$ cat config.mk
export PLATFORM = sky130hd
export DESIGN_NAME = snoop_responder_flat
export DESIGN_NICKNAME = d
export VERILOG_FILES = /design/src/rtl/snoop_responder_pkg.sv /design/src/rtl/snoop_responder_if.sv /design/src/rtl/snoop_action_lut.sv /design/src/rtl/snoop_responder.sv /design/src/flat_wrapper.sv
export SDC_FILE = /design/constraint.sdc
export NUM_CORES = 1
export LEC_CHECK = 0
export ABC_AREA = 1
export BUFFER_PORTS_ARGS = -buffer_cell sky130_fd_sc_hd__buf_2
export CORE_MARGIN = 10
export CORE_UTILIZATION = 30
export DETAILED_ROUTE_END_ITERATION = 6
export PLACE_DENSITY = 0.67
export SYNTH_ARGS = -nofsm -noshare
export SYNTH_HDL_FRONTEND = slang
export SYNTH_HIERARCHICAL = 1
export SYNTH_SLANG_ARGS = --single-unit
$ cat constraint.sdc
create_clock -name clk -period 1.9 [get_ports clk]
set_clock_uncertainty 0.05 [all_clocks]
set_input_delay 0.095 -clock clk [delete_from_list [all_inputs] [get_ports clk]]
set_output_delay 0.095 -clock clk [all_outputs]
set_load 0.005 [all_outputs]
$ cat src/rtl/snoop_responder_pkg.sv
// Shared encodings and types for the L2 snoop responder: bus ops, MESI,
// L1 messages, snoop results, FSM states and the request/action records.
package snoop_responder_pkg;

  localparam int ADDR_W = 32;
  localparam int IDX_W  = 15;
  localparam int OFF_W  = 6;
  localparam int TAG_W  = ADDR_W - IDX_W - OFF_W;
  localparam int NWAYS  = 8;

  localparam logic [2:0] BREAD  = 3'd1;
  localparam logic [2:0] BWRITE = 3'd2;
  localparam logic [2:0] BINVAL = 3'd3;
  localparam logic [2:0] BRWIM  = 3'd4;

  localparam logic [1:0] MESI_I = 2'd0;
  localparam logic [1:0] MESI_E = 2'd1;
  localparam logic [1:0] MESI_S = 2'd2;
  localparam logic [1:0] MESI_M = 2'd3;

  localparam logic [2:0] GETLINE   = 3'd1;
  localparam logic [2:0] SENDLINE  = 3'd2;
  localparam logic [2:0] INVALLINE = 3'd3;
  localparam logic [2:0] EVICTLINE = 3'd4;

  localparam logic [1:0] HIT   = 2'd0;
  localparam logic [1:0] HITM  = 2'd1;
  localparam logic [1:0] NOHIT = 2'd2;

  typedef enum logic [2:0] {
    ST_IDLE, ST_LOOKUP, ST_DECIDE, ST_L1_GET, ST_WB, ST_L1_INV, ST_FINISH
  } snp_fsm_e;

  typedef struct packed {
    logic [2:0]       op;
    logic [TAG_W-1:0] tag;
    logic [IDX_W-1:0] index;
  } snp_req_t;

  typedef struct packed {
    logic [1:0] rslt;
    logic [1:0] new_state;
    logic       need_get;
    logic       need_wb;
    logic       need_inv;
    logic       err;
  } snp_act_t;

endpackage

$ cat src/rtl/snoop_responder_if.sv
// Snoop responder bus bundle: snoop request, tag lookup/update, result,
// L1 message channel, write-back channel, error and statistics.
interface snoop_responder_if
  import snoop_responder_pkg::*;
#(
  parameter int I_SIZE     = ADDR_W,
  parameter int INDEX_BITS = IDX_W,
  parameter int TAG_BITS   = TAG_W,
  parameter int WAYS       = NWAYS
);
  localparam int WAY_BITS = $clog2(WAYS);

  logic                  snp_valid, snp_ready;
  logic [2:0]            snp_op;
  logic [I_SIZE-1:0]     snp_addr;
  logic                  lk_req, lk_ack, lk_hit;
  logic [INDEX_BITS-1:0] lk_index;
  logic [TAG_BITS-1:0]   lk_tag;
  logic [WAY_BITS-1:0]   lk_way;
  logic [1:0]            lk_state;
  logic                  upd_en;
  logic [INDEX_BITS-1:0] upd_index;
  logic [WAY_BITS-1:0]   upd_way;
  logic [1:0]            upd_state;
  logic                  rslt_valid;
  logic [1:0]            rslt;
  logic                  l1_msg_valid, l1_msg_ack;
  logic [2:0]            l1_msg;
  logic                  wb_valid, wb_ready;
  logic [I_SIZE-1:0]     wb_addr;
  logic                  protocol_err;
  logic [31:0]           hit_cnt, hitm_cnt, miss_cnt;

  // Responder side
  modport slave (
    input  snp_valid, snp_op, snp_addr, lk_ack, lk_hit, lk_way, lk_state,
           l1_msg_ack, wb_ready,
    output snp_ready, lk_req, lk_index, lk_tag, upd_en, upd_index, upd_way,
           upd_state, rslt_valid, rslt, l1_msg_valid, l1_msg, wb_valid,
           wb_addr, protocol_err, hit_cnt, hitm_cnt, miss_cnt
  );

  // Bus / tag array / L1 side
  modport master (
    output snp_valid, snp_op, snp_addr, lk_ack, lk_hit, lk_way, lk_state,
           l1_msg_ack, wb_ready,
    input  snp_ready, lk_req, lk_index, lk_tag, upd_en, upd_index, upd_way,
           upd_state, rslt_valid, rslt, l1_msg_valid, l1_msg, wb_valid,
           wb_addr, protocol_err, hit_cnt, hitm_cnt, miss_cnt
  );
endinterface

$ cat src/rtl/snoop_action_lut.sv
// Combinational snoop decision table: (bus op, current MESI) -> result,
// next MESI, required L1/write-back work and protocol error flag.
module snoop_action_lut
  import snoop_responder_pkg::*;
(
  input  logic [2:0] op,
  input  logic [1:0] state,
  output snp_act_t   act
);
  always_comb begin
    act           = '0;
    act.rslt      = NOHIT;
    act.new_state = state;
    // A line in I never responds, whatever the op
    if (state != MESI_I) begin
      case (op)
        BREAD: begin
          act.new_state = MESI_S;
          if (state == MESI_M) begin
            act.rslt     = HITM;
            act.need_get = 1'b1;
            act.need_wb  = 1'b1;
          end else begin
            act.rslt = HIT;
          end
        end
        BRWIM: begin
          act.new_state = MESI_I;
          act.need_inv  = 1'b1;
          if (state == MESI_M) begin
            act.rslt     = HITM;
            act.need_get = 1'b1;
            act.need_wb  = 1'b1;
          end else begin
            act.rslt = HIT;
          end
        end
        BINVAL: begin
          if (state == MESI_S) begin
            act.rslt      = HIT;
            act.new_state = MESI_I;
            act.need_inv  = 1'b1;
          end else begin
            act.err = 1'b1;
          end
        end
        BWRITE:  act.err = 1'b1;
        default: act.err = 1'b0;
      endcase
    end
  end
endmodule

$ cat src/rtl/snoop_responder.sv
// L2 snoop responder: looks up snooped lines, answers HIT/HITM/NOHIT, drives
// L1 messages and write-backs, applies MESI updates. SNOOP_STATS_EN adds counters.
module snoop_responder
  import snoop_responder_pkg::*;
#(
  parameter int I_SIZE     = ADDR_W,
  parameter int INDEX_BITS = IDX_W,
  parameter int TAG_BITS   = TAG_W,
  parameter int WAYS       = NWAYS
)(
  input logic           clk,
  input logic           rst_n,
  snoop_responder_if.slave bus
);
  localparam int OFF_BITS = I_SIZE - INDEX_BITS - TAG_BITS;

  localparam logic [2:0] IDLE   = ST_IDLE;
  localparam logic [2:0] LOOKUP = ST_LOOKUP;
  localparam logic [2:0] DECIDE = ST_DECIDE;
  localparam logic [2:0] L1_GET = ST_L1_GET;
  localparam logic [2:0] WB     = ST_WB;
  localparam logic [2:0] L1_INV = ST_L1_INV;
  localparam logic [2:0] FINISH = ST_FINISH;

  logic [2:0]               state, state_nx;
  snp_req_t                 req;
  logic [$clog2(WAYS)-1:0]  way_q;
  logic [1:0]               mesi_q;
  snp_act_t                 act;
  logic                     fin;
  logic                     unused_off;

  assign unused_off = ^bus.snp_addr[OFF_BITS-1:0];

  snoop_action_lut u_lut (
    .op    (req.op),
    .state (mesi_q),
    .act   (act)
  );

  always_comb begin
    state_nx = state;
    case (state)
      IDLE:    if (bus.snp_valid) state_nx = LOOKUP;
      LOOKUP:  if (bus.lk_ack) state_nx = DECIDE;
      DECIDE:  state_nx = act.need_get ? L1_GET : (act.need_inv ? L1_INV : FINISH);
      L1_GET:  if (bus.l1_msg_ack) state_nx = act.need_wb ? WB : (act.need_inv ? L1_INV : FINISH);
      WB:      if (bus.wb_ready) state_nx = act.need_inv ? L1_INV : FINISH;
      L1_INV:  if (bus.l1_msg_ack) state_nx = FINISH;
      default: state_nx = IDLE;
    endcase
  end

  always_ff @(posedge clk or negedge rst_n) begin
    if (!rst_n) begin
      state  <= IDLE;
      req    <= '0;
      way_q  <= '0;
      mesi_q <= MESI_I;
    end else begin
      state <= state_nx;
      if (state == IDLE && bus.snp_valid) begin
        req.op    <= bus.snp_op;
        req.tag   <= bus.snp_addr[I_SIZE-1 -: TAG_BITS];
        req.index <= bus.snp_addr[OFF_BITS +: INDEX_BITS];
      end
      // A tag miss behaves exactly like a line held in I
      if (state == LOOKUP && bus.lk_ack) begin
        way_q  <= bus.lk_way;
        mesi_q <= bus.lk_hit ? bus.lk_state : MESI_I;
      end
    end
  end

  // Moore outputs: every strobe drops the moment reset forces IDLE
  assign fin              = (state == FINISH);
  assign bus.snp_ready    = (state == IDLE);
  assign bus.lk_req       = (state == LOOKUP);
  assign bus.lk_index     = bus.lk_req ? req.index : '0;
  assign bus.lk_tag       = bus.lk_req ? req.tag : '0;
  assign bus.upd_en       = fin && (act.new_state != mesi_q);
  assign bus.upd_index    = bus.upd_en ? req.index : '0;
  assign bus.upd_way      = bus.upd_en ? way_q : '0;
  assign bus.upd_state    = bus.upd_en ? act.new_state : '0;
  assign bus.rslt_valid   = fin;
  assign bus.rslt         = fin ? act.rslt : '0;
  assign bus.protocol_err = fin && act.err;
  assign bus.l1_msg_valid = (state == L1_GET) || (state == L1_INV);
  assign bus.l1_msg       = (state == L1_GET) ? GETLINE :
                            (state == L1_INV) ? INVALLINE : 3'd0;
  assign bus.wb_valid     = (state == WB);
  assign bus.wb_addr      = bus.wb_valid ? {req.tag, req.index, {OFF_BITS{1'b0}}} : '0;

`ifdef SNOOP_STATS_EN
  logic [31:0] hit_q, hitm_q, miss_q;

  always_ff @(posedge clk or negedge rst_n) begin
    if (!rst_n) begin
      hit_q  <= '0;
      hitm_q <= '0;
      miss_q <= '0;
    end else if (fin) begin
      if (act.rslt == HIT   && hit_q  != '1) hit_q  <= hit_q + 32'd1;
      if (act.rslt == HITM  && hitm_q != '1) hitm_q <= hitm_q + 32'd1;
      if (act.rslt == NOHIT && miss_q != '1) miss_q <= miss_q + 32'd1;
    end
  end

  assign bus.hit_cnt  = hit_q;
  assign bus.hitm_cnt = hitm_q;
  assign bus.miss_cnt = miss_q;
`else
  assign bus.hit_cnt  = '0;
  assign bus.hitm_cnt = '0;
  assign bus.miss_cnt = '0;
`endif

endmodule

$ cat src/flat_wrapper.sv
// flat-port wrapper written by rule: the top's interface ports become plain ports
module snoop_responder_flat import snoop_responder_pkg::*;
#(
  parameter int I_SIZE     = ADDR_W,
  parameter int INDEX_BITS = IDX_W,
  parameter int TAG_BITS   = TAG_W,
  parameter int WAYS       = NWAYS
)
  (clk, rst_n, bus_snp_valid, bus_snp_op, bus_snp_addr, bus_lk_ack, bus_lk_hit, bus_lk_way, bus_lk_state, bus_l1_msg_ack, bus_wb_ready, bus_snp_ready, bus_lk_req, bus_lk_index, bus_lk_tag, bus_upd_en, bus_upd_index, bus_upd_way, bus_upd_state, bus_rslt_valid, bus_rslt, bus_l1_msg_valid, bus_l1_msg, bus_wb_valid, bus_wb_addr, bus_protocol_err, bus_hit_cnt, bus_hitm_cnt, bus_miss_cnt);
  snoop_responder_if #(.I_SIZE(I_SIZE), .INDEX_BITS(INDEX_BITS), .TAG_BITS(TAG_BITS), .WAYS(WAYS)) bus_i ();
  input logic clk;
  input logic rst_n;
  input wire logic [$bits(bus_i.snp_valid)-1:0] bus_snp_valid;
  input wire logic [$bits(bus_i.snp_op)-1:0] bus_snp_op;
  input wire logic [$bits(bus_i.snp_addr)-1:0] bus_snp_addr;
  input wire logic [$bits(bus_i.lk_ack)-1:0] bus_lk_ack;
  input wire logic [$bits(bus_i.lk_hit)-1:0] bus_lk_hit;
  input wire logic [$bits(bus_i.lk_way)-1:0] bus_lk_way;
  input wire logic [$bits(bus_i.lk_state)-1:0] bus_lk_state;
  input wire logic [$bits(bus_i.l1_msg_ack)-1:0] bus_l1_msg_ack;
  input wire logic [$bits(bus_i.wb_ready)-1:0] bus_wb_ready;
  output wire logic [$bits(bus_i.snp_ready)-1:0] bus_snp_ready;
  output wire logic [$bits(bus_i.lk_req)-1:0] bus_lk_req;
  output wire logic [$bits(bus_i.lk_index)-1:0] bus_lk_index;
  output wire logic [$bits(bus_i.lk_tag)-1:0] bus_lk_tag;
  output wire logic [$bits(bus_i.upd_en)-1:0] bus_upd_en;
  output wire logic [$bits(bus_i.upd_index)-1:0] bus_upd_index;
  output wire logic [$bits(bus_i.upd_way)-1:0] bus_upd_way;
  output wire logic [$bits(bus_i.upd_state)-1:0] bus_upd_state;
  output wire logic [$bits(bus_i.rslt_valid)-1:0] bus_rslt_valid;
  output wire logic [$bits(bus_i.rslt)-1:0] bus_rslt;
  output wire logic [$bits(bus_i.l1_msg_valid)-1:0] bus_l1_msg_valid;
  output wire logic [$bits(bus_i.l1_msg)-1:0] bus_l1_msg;
  output wire logic [$bits(bus_i.wb_valid)-1:0] bus_wb_valid;
  output wire logic [$bits(bus_i.wb_addr)-1:0] bus_wb_addr;
  output wire logic [$bits(bus_i.protocol_err)-1:0] bus_protocol_err;
  output wire logic [$bits(bus_i.hit_cnt)-1:0] bus_hit_cnt;
  output wire logic [$bits(bus_i.hitm_cnt)-1:0] bus_hitm_cnt;
  output wire logic [$bits(bus_i.miss_cnt)-1:0] bus_miss_cnt;
  assign bus_i.snp_valid = bus_snp_valid;
  assign bus_i.snp_op = bus_snp_op;
  assign bus_i.snp_addr = bus_snp_addr;
  assign bus_i.lk_ack = bus_lk_ack;
  assign bus_i.lk_hit = bus_lk_hit;
  assign bus_i.lk_way = bus_lk_way;
  assign bus_i.lk_state = bus_lk_state;
  assign bus_i.l1_msg_ack = bus_l1_msg_ack;
  assign bus_i.wb_ready = bus_wb_ready;
  assign bus_snp_ready = bus_i.snp_ready;
  assign bus_lk_req = bus_i.lk_req;
  assign bus_lk_index = bus_i.lk_index;
  assign bus_lk_tag = bus_i.lk_tag;
  assign bus_upd_en = bus_i.upd_en;
  assign bus_upd_index = bus_i.upd_index;
  assign bus_upd_way = bus_i.upd_way;
  assign bus_upd_state = bus_i.upd_state;
  assign bus_rslt_valid = bus_i.rslt_valid;
  assign bus_rslt = bus_i.rslt;
  assign bus_l1_msg_valid = bus_i.l1_msg_valid;
  assign bus_l1_msg = bus_i.l1_msg;
  assign bus_wb_valid = bus_i.wb_valid;
  assign bus_wb_addr = bus_i.wb_addr;
  assign bus_protocol_err = bus_i.protocol_err;
  assign bus_hit_cnt = bus_i.hit_cnt;
  assign bus_hitm_cnt = bus_i.hitm_cnt;
  assign bus_miss_cnt = bus_i.miss_cnt;
  snoop_responder #(.I_SIZE(I_SIZE), .INDEX_BITS(INDEX_BITS), .TAG_BITS(TAG_BITS), .WAYS(WAYS)) u_core (.clk(clk), .rst_n(rst_n), .bus(bus_i));
endmodule
Word-level counts from Yosys, hierarchy flattened
Cells that the tools add are included.
Operators by class
  eq/ne operators: 18
  mux-type cells: 29
  reductions and logical operators: 9
Operators by type and width (count)
  $mux 32: 1
  $mux 15: 2
  $mux 3: 8
  $pmux 3 s6: 1
  $mux 2: 8
  $eq 3x2->1 const B: 4
  $eq 3x3->1 const B: 4
  $pmux 4 s3: 1
  $mux 11: 1
  $ne 2x2->1 const B: 5
  $mux 8: 1
  $eq 3x1->1 const B: 2
  $reduce_and 5->1: 1
  $eq 2x2->1 const B: 2
  $logic_and 1x1->1: 4
  $mux 4: 1
  $pmux 1 s2: 2
  $logic_not 3->1: 1
  $mux 1: 3
  $ne 2x2->1: 1
  $reduce_bool 2->1: 1
  $reduce_or 2->1: 1
  $logic_or 1x1->1: 1
Storage, ports and cells
  bits in registers: 37
  bits of input ports: 47
  output and inout port bits: 186

Longest topological paths before layout
Gate-level depths: netlist of the first run.
  depth after elaboration: 8
  mapped depth: 12
  depth with buffers taken out: 11

Modules after synthesis
Netlist of the first run, hierarchy kept.
By module, submodules not included
  snoop_responder: times used 1, cells an instance 399, area each 2807.7 µm², sequential area each 925.9 µm²
  snoop_action_lut: times used 1, cells an instance 28, area each 130.1 µm², sequential area each 0.0 µm²

Least setup slack after synthesis of the first run
No wires, ideal clock.
  path type: register to output
  start: reg u_core/req[26] (netlist name)
  end: out bus_upd_index[10]
  arrival: 1369 ps
  data required time: 1755 ps
  path slack: 386 ps
  cell stages (with the launch flop): 12
  path through: dfrtp_1 inv_1 nand2_1 nor2_2 nor2_1 nor2_1 nor2_1 xnor2_1 nand2_1 nand2_1 buf_2 nor2_1
RTL lines
  end: declaration: RTL line flat_wrapper.sv:27  | output wire logic [$bits(bus_i.upd_index)-1:0] bus_upd_index;

==> results of run 1 <==
==> what timing repair did <==
item,in CTS,in global routing
gates resized for setup,5,4
setup buffers,1,4
hold buffers,18,0
pin swaps,1,1
hold endpoints to repair,52,0
setup endpoints to repair,21,35
==> metrics by stage <==
stage                     hold WS, ps  instances  TNS [ps]  power, mW
final                            12.5        706     -2010       4.71
after global routing             6.25        706     -5150       5.24
after CTS                       0.564        702     -2360       4.72
after detailed placement         36.1        675         0       3.89
after global placement           28.6        675         0       3.85
after floorplan                  -251        529         0       3.08
==> logic make-up (layout without fill, tap and decap cells) <==
group / Yosys count / in the layout
AO/OA/AOI/OAI: 37 / 37
AND/OR/NAND/NOR: 177 / 177
flip-flops: 37 / 37
other: 1 / 103
XOR/XNOR: 2 / 2
buffers and inverters: 173 / 217
==> layer usage <==
layer	part of all wire [%]	wire length (microns)	vias up
li1	-	-	1354
met1	38	3330	1175
met2	51	4460	120
met3	11	938	4
met4	0.58	51	0
met5	0	0	-
==> placed cells by master, fill, tap and decap left out, drive strengths merged <==
master / instances
a21oi: 30
buf: 135
bufinv: 1
clkbuf: 7
conb: 103
dfrtp: 37
dlygate4sd3: 18
inv: 56
nand2: 45
nand3: 9
nand3b: 1
nand4: 1
nor2: 118
nor3: 1
nor3b: 1
nor4: 1
o21ai: 7
xnor2: 2
==> flip-flops by register name, summed over array words and instances (netlist names) <==
signal and count:
u_core/way_q 3, u_core/req 29, u_core/state 3, u_core/mesi_q 2
==> critical path: stages, from the launching register on <==
cell and delay, ps:
dfrtp_2 430, nand2_1 120, a21oi_1 140, nor2_1 60, nor2_1 180, xnor2_1 140, nand2_1 80, nand2_2 80
buf_12 160, nor2_1 60, buf_2 130
==> path summary, 6_finish.rpt <==
path	end	start	cells after the start	slack, ps
min	u_core/req[27]	bus_snp_op[1]	3	10
max reg2reg	u_core/state[2]	u_core/req[26]	11	240
max in group asynchronous	u_core/mesi_q[0]	rst_n	3	1340
max	bus_upd_index[2]	u_core/mesi_q[0]	10	-110
min in group asynchronous	u_core/req[11]	rst_n	3	260
min reg2reg	u_core/way_q[0]	u_core/way_q[0]	2	470
==> area by class of cell <==
type | count | area (sq um) | share of cell area, %
Sequential cell | 37 | 928 | 25.1
Timing Repair Buffer | 153 | 936 | 25.3
Inverter | 56 | 210 | 5.69
Tap cell | 133 | 166 | 4.50
Clock buffer | 7 | 86.3 | 2.34
Multi-Input combinational cell | 319 | 1340 | 36.2
Clock inverter | 1 | 30.0 | 0.813
==> power by group <==
part	switching, mW	internal [mW]
combinational	1.61	1.03
sequential	0.200	1.16
clock	0.282	0.428
==> results.md, run 1 <==
* Number of setup violations in the final report at 21
* Slack of the critical path at -105 ps
* Leak pwr at ~2.4 nW
* Asr flop ratio synth at 100%
* DRC Markers at 0
* Syn_area_per_cell at around 7 sq um
* DRT Wirelength at a little under 9 mm
* CTS buffer count at 5
* Total gr overflow at 0
* Die width at ~120 microns
* Synth Register Bits at 37
* Synth Area in XOR/XNOR at less than 1%
* Share of cells above drive strength 1 at between 20% and 30%
* Clock tree buffer depth at 2
* Maximum VDD drop at between 400 and 500 uV
* Antenna diodes at 0
* Clk slew on worst S/H paths at approximately 70 ps
* Max Cap Viol at 0
* Final Wtd Congestion at 0.806
* CTS tree: done
* DR vias at 2653
* Critical path class: reg -> out
* Share of the synthesized area in the top cell type at approximately a third
* Register area share after synthesis at 31.5%
* Antenna-violating nets left at 0
* I/O Buffers at around 120
* Run status: finished, violations left
* Synth cell count leaders: 114 x nor2_1, 107 x buf_4, 51 x inv_1
* TritonRoute pass-1 iters at 6
* Vias in the first global route at roughly 2800
* IO Pins at around 230
* Vias per cell at 3.76
* # fillers at 1027
* Core Footprint at slightly below 10000 sq um
* Synth Area in Compound Gates at between 6 and 7%
* Wire per inst at roughly 12 microns
* Mapped Area at ~2900 sq um
* Area of placed instances at about 3300 sq um
* Cell variety after synth at 24
* Largest net degree at the start of global routing at 38
* Synth area leaders: dfrtp_1 32%, buf_4 27%, nor2_1 15%, inv_1 6.5%, nand2_1 5.1%
* Met1 Track Usage GR at between 10% and 20%
* Startpoint Class: register
* Post-route cell area at 3690 sq um
* Post-synthesis mux area share at 0%
* Post-DP HPWL at a little under 7 mm
* Fin. max-slew vios at 0
* Layout Utilization at 38.3%
* Met2 Track Usage GR at between 20 and 25%
* Hold Path Class: in -> reg
* Most frequent cell after synthesis: nor2_1
* CP Data Required Time at ~1800 ps
* Die Y at between 100 and 150 microns
* Mapped Cells at about 430
* Area growth syn-to-layout at 25.8%
* Synth Flop Type: dfrtp_1
* Final worst path period need at ~2000 ps
* Simple-gate share of the synthesized area at between 20% and 30%
* Sinks on Clock Net at 37
* Cell area power density at ~1300 nW/um^2
* Die area at between 10000 and 15000 sq um
* Initial antenna violation count at 0
* Max frequency at 499 MHz
* Largest area contributor in the netlist: dfrtp_1
* Max FO, Critical Path at 21
* Critical path arrival at between 1500 and 2000 ps
* Row count at 36
* First-pass GRT wire length at about 14 mm
* Hold Vio Cnt, Final at 0
* Tot GR Track Use at 11.9%
* Post-synth EDFFs at 0
* Syn. warnings at 6
* Setup crit end kind: output port
* Worst-Skew Late Latency at around 280 ps
* Failing checks: setup timing
* Starting Density at 30.5%
* Root Driver: clkbuf_8
* H-tree levels at 2
* Main combinational cell family by area after synthesis: buffers and inverters
* Synth Area in Adders at 0%
* NumNets Final at 619
* RSZ-0062 raised after global routing: yes
* GRT busiest layer: met2
* Final period util at 106%
* GR Util met3 at under 10%
* Initial drt markers at between 90 and 100
* Placement Setup Slack at 151 ps
No activity file was read; power rests on OpenSTA's default activity.
==> run 2: changes to the inputs <==
--- a/config.mk
+++ b/config.mk
@@ -10,6 +10,7 @@
 export CORE_MARGIN = 10
 export CORE_UTILIZATION = 30
 export DETAILED_ROUTE_END_ITERATION = 6
+export MAX_ROUTING_LAYER = met4
 export PLACE_DENSITY = 0.67
 export SYNTH_ARGS = -nofsm -noshare
 export SYNTH_HDL_FRONTEND = slang
==> run 2 against run 1 <==
The run still ends with setup timing left. First-iteration DRC count fell by 1.1%. Sequential cell count did not move. Sequential power barely moved. Sequential share of layout area did not move. Register-to-register slack barely moved. Clock-buffer cell count did not move. Final cell count did not move. Clock power barely moved. Routed wire length barely moved. Power barely moved. Combinational power barely moved. Global-route usage rose by 0.35 points. Critical path type unchanged. Highest routed layer unchanged.
==> results.md, run 2 (synthesized netlist as in run 1, its figures left out) <==
* Initial antenna violation count at 0 (unchanged)
* Initial drt markers at 90 (-1.1%)
* Maximum VDD drop at 406 uV (+1.1%)
* Die Y at 119 microns (unchanged)
* Final worst path period need at 2010 ps (+3.26 ps)
* Largest net degree at the start of global routing at 38 (unchanged)
* Root Driver: clkbuf_8
* Layout Utilization at 38.3% (unchanged)
* Startpoint Class: register
* Leak pwr at 2.37 nW (unchanged)
* Die area at 14200 sq um (unchanged)
* DRT Wirelength at 8.78 mm (about the same)
* First-pass GRT wire length at 14.1 mm (-0.19%)
* Clock tree buffer depth at 2 (unchanged)
* Top Registers: u_core/req x29, u_core/state x3, u_core/way_q x3
* Antenna diodes at 0 (unchanged)
* Number of setup violations in the final report at 21 (unchanged)
* Reg2Reg Depth at 11 (unchanged)
* Critical path class: reg -> out
* Failing checks: setup timing
* Tot GR Track Use at 12.2% (+0.35 points)
* Hold Path Class: in -> reg
* Cell area power density at 1280 nW/um^2 (about the same)
* Antenna-violating nets left at 0 (unchanged)
* Crit path buf inv count at 2 (unchanged)
* Placed insts at 675 (unchanged)
* Sw frac at 44.4% (about the same)
* Hold Vio Cnt, Final at 0 (unchanged)
* Area growth syn-to-layout at 25.8% (unchanged)
* Max frequency at 498 MHz (-0.16%)
* Wire per inst at 12.4 microns (about the same)
* Critical Path Stages at 10 (unchanged)
* CP top delay family: simple AND/OR/NAND/NOR gates
* Largest reg by FF count: u_core/req
* Worst-Skew Late Latency at 280 ps (about the same)
* CP Data Required Time at 1750 ps (about the same)
* Slack of the critical path at -108 ps (-3.26 ps)
* Total gr overflow at 0 (unchanged)
* Critical path arrival at 1860 ps (about the same)
* Commonest cells after routing, fill and taps aside: 123 x buf_2, 112 x nor2_1, 103 x conb_1
* I/O Buffers at 123 (unchanged)
* Max Cap Viol at 0 (unchanged)
* Max FO, Critical Path at 21 (unchanged)
* Final period util at 106% (+0.17 points)
* Crit-path max cell delay at 430 ps (about the same)
* TritonRoute pass-1 iters at 6 (unchanged)
* Hold EP: u_core/req[27]
* DRC Markers at 0 (unchanged)
* Core Footprint at 9640 sq um (unchanged)
* Critical-path cell list: nand2_1 -> a21oi_1 -> nor2_1 -> nor2_1 -> xnor2_1 -> nand2_1 -> nand2_2 -> buf_12 -> nor2_1 -> buf_2
* Most common cell after layout, fill and taps aside: buf_2
* Starting Density at 30.5% (unchanged)
* Seq pwr share at 28.9% (about the same)
* NumNets Final at 619 (unchanged)
* Clk slew on worst S/H paths at 70 ps (about the same)
* Sinks on Clock Net at 37 (unchanged)
* IO Pins at 233 (unchanged)
* Comb power frac at 56.1% (about the same)
* Number of flip-flops in the largest register at 29 (unchanged)
* H-tree levels at 2 (unchanged)
* Cell mode on critical path: nor2_1
* Vias in the first global route at 2806 (+0.29%)
* Psw at 2.09 mW (about the same)
* Run status: finished, violations left
* Critical-path top delay cell: dfrtp_2
* Share of cells above drive strength 1 at 28.8% (unchanged)
* Post-DP HPWL at 6.94 mm (unchanged)
* Cell internal pwr at 2.62 mW (about the same)
* Setup crit end kind: output port
* Area of the multi-input gates at 1340 sq um (unchanged)
* Register area at 928 sq um (unchanged)
* Row count at 36 (unchanged)
* CTS buffer count at 5 (unchanged)
* Reg2Reg Setup Slack at 240 ps (about the same)
* Fin. max-slew vios at 0 (unchanged)
* DR vias at 2658 (+0.19%)
* Hold_sp: bus_snp_op[1]
* WHS Path Cells at 3 (unchanged)
* RSZ-0062 raised after global routing: yes
* Clk pwr share at 15.1% (about the same)
* Reg-to-reg endpoint: u_core/state[2]
* # fillers at 1027 (unchanged)
* Final Wtd Congestion at 0.818 (+1.4%)
* Vias per cell at 3.76 (+0.19%)
* Die width at 119 microns (unchanged)
* CTS tree: done
* Final cell count without fillers at 706 (unchanged)
* R2R Path Start: u_core/req[26]
## run 2: cell counts in the layout (fill, tap and decap cells not counted)
Identical to the previous run, type by type.
## run 2: tightest hold or removal path, cell delays in order
cell and delay [ps]:
buf_2 90, nand3_1 70, nand2_1 60
## run 2: metrics by stage
stage	setup WS, ps	setup TNS (ps)	power [mW]	area, sq um	hold WS (ps)
3_5_place_dp	151	0	3.89	3340	36.1
5_1_grt	-262	-5150	5.24	3690	6.32
3_3_place_gp	161	0	3.85	3340	28.6
6_report	-108	-2030	4.71	3690	11.7
2_1_floorplan	386	0	3.08	3320	-251
4_1_cts	-121	-2360	4.72	3650	0.564
## run 2: layout make-up
type	count	share of cell area [%]
clock buffer	7	2.34
clock inverter	1	0.813
inverter	56	5.69
multi-input combinational	319	36.2
sequential	37	25.1
tap	133	4.50
timing repair buffer	153	25.3
## run 2: worst max path at each step
| stage | startpoint | end | slack, ps |
|---|---|---|---|
| detailed placement | u_core/mesi_q[1] | bus_upd_index[11] | 150 |
| CTS | u_core/req[26] | bus_upd_index[11] | -120 |
| finish | u_core/mesi_q[0] | bus_upd_index[2] | -110 |
| global route | u_core/req[26] | bus_upd_way[0] | -260 |
| global placement | u_core/req[26] | bus_upd_way[0] | 160 |
| floorplan | u_core/req[26] | bus_upd_index[10] | 390 |
## run 2: what timing repair did
action / 4_1_cts / 5_1_grt
hold buffers: 18 / 0
pin swaps: 1 / 1
hold endpoints to repair: 52 / 0
buffers inserted: 1 / 4
gates resized for setup: 5 / 4
endpoints found under the setup margin: 21 / 35
## run 2: layer usage
metal	wire, microns	track usage (%)	vias up
li1	-	-	1355
met1	3560	12.3	1178
met2	4430	22.1	120
met3	714	4.72	5
met4	63	2.37	0
met5	0	-	-
## run 2: power by group through the flow
stage	logic, mW	registers, mW	clock network, mW
2_1_floorplan	1.77	1.32	0
3_3_place_gp	2.50	1.35	0
3_5_place_dp	2.52	1.37	0
4_1_cts	2.60	1.36	0.752
5_1_grt	3.04	1.41	0.792
6_report	2.64	1.36	0.711
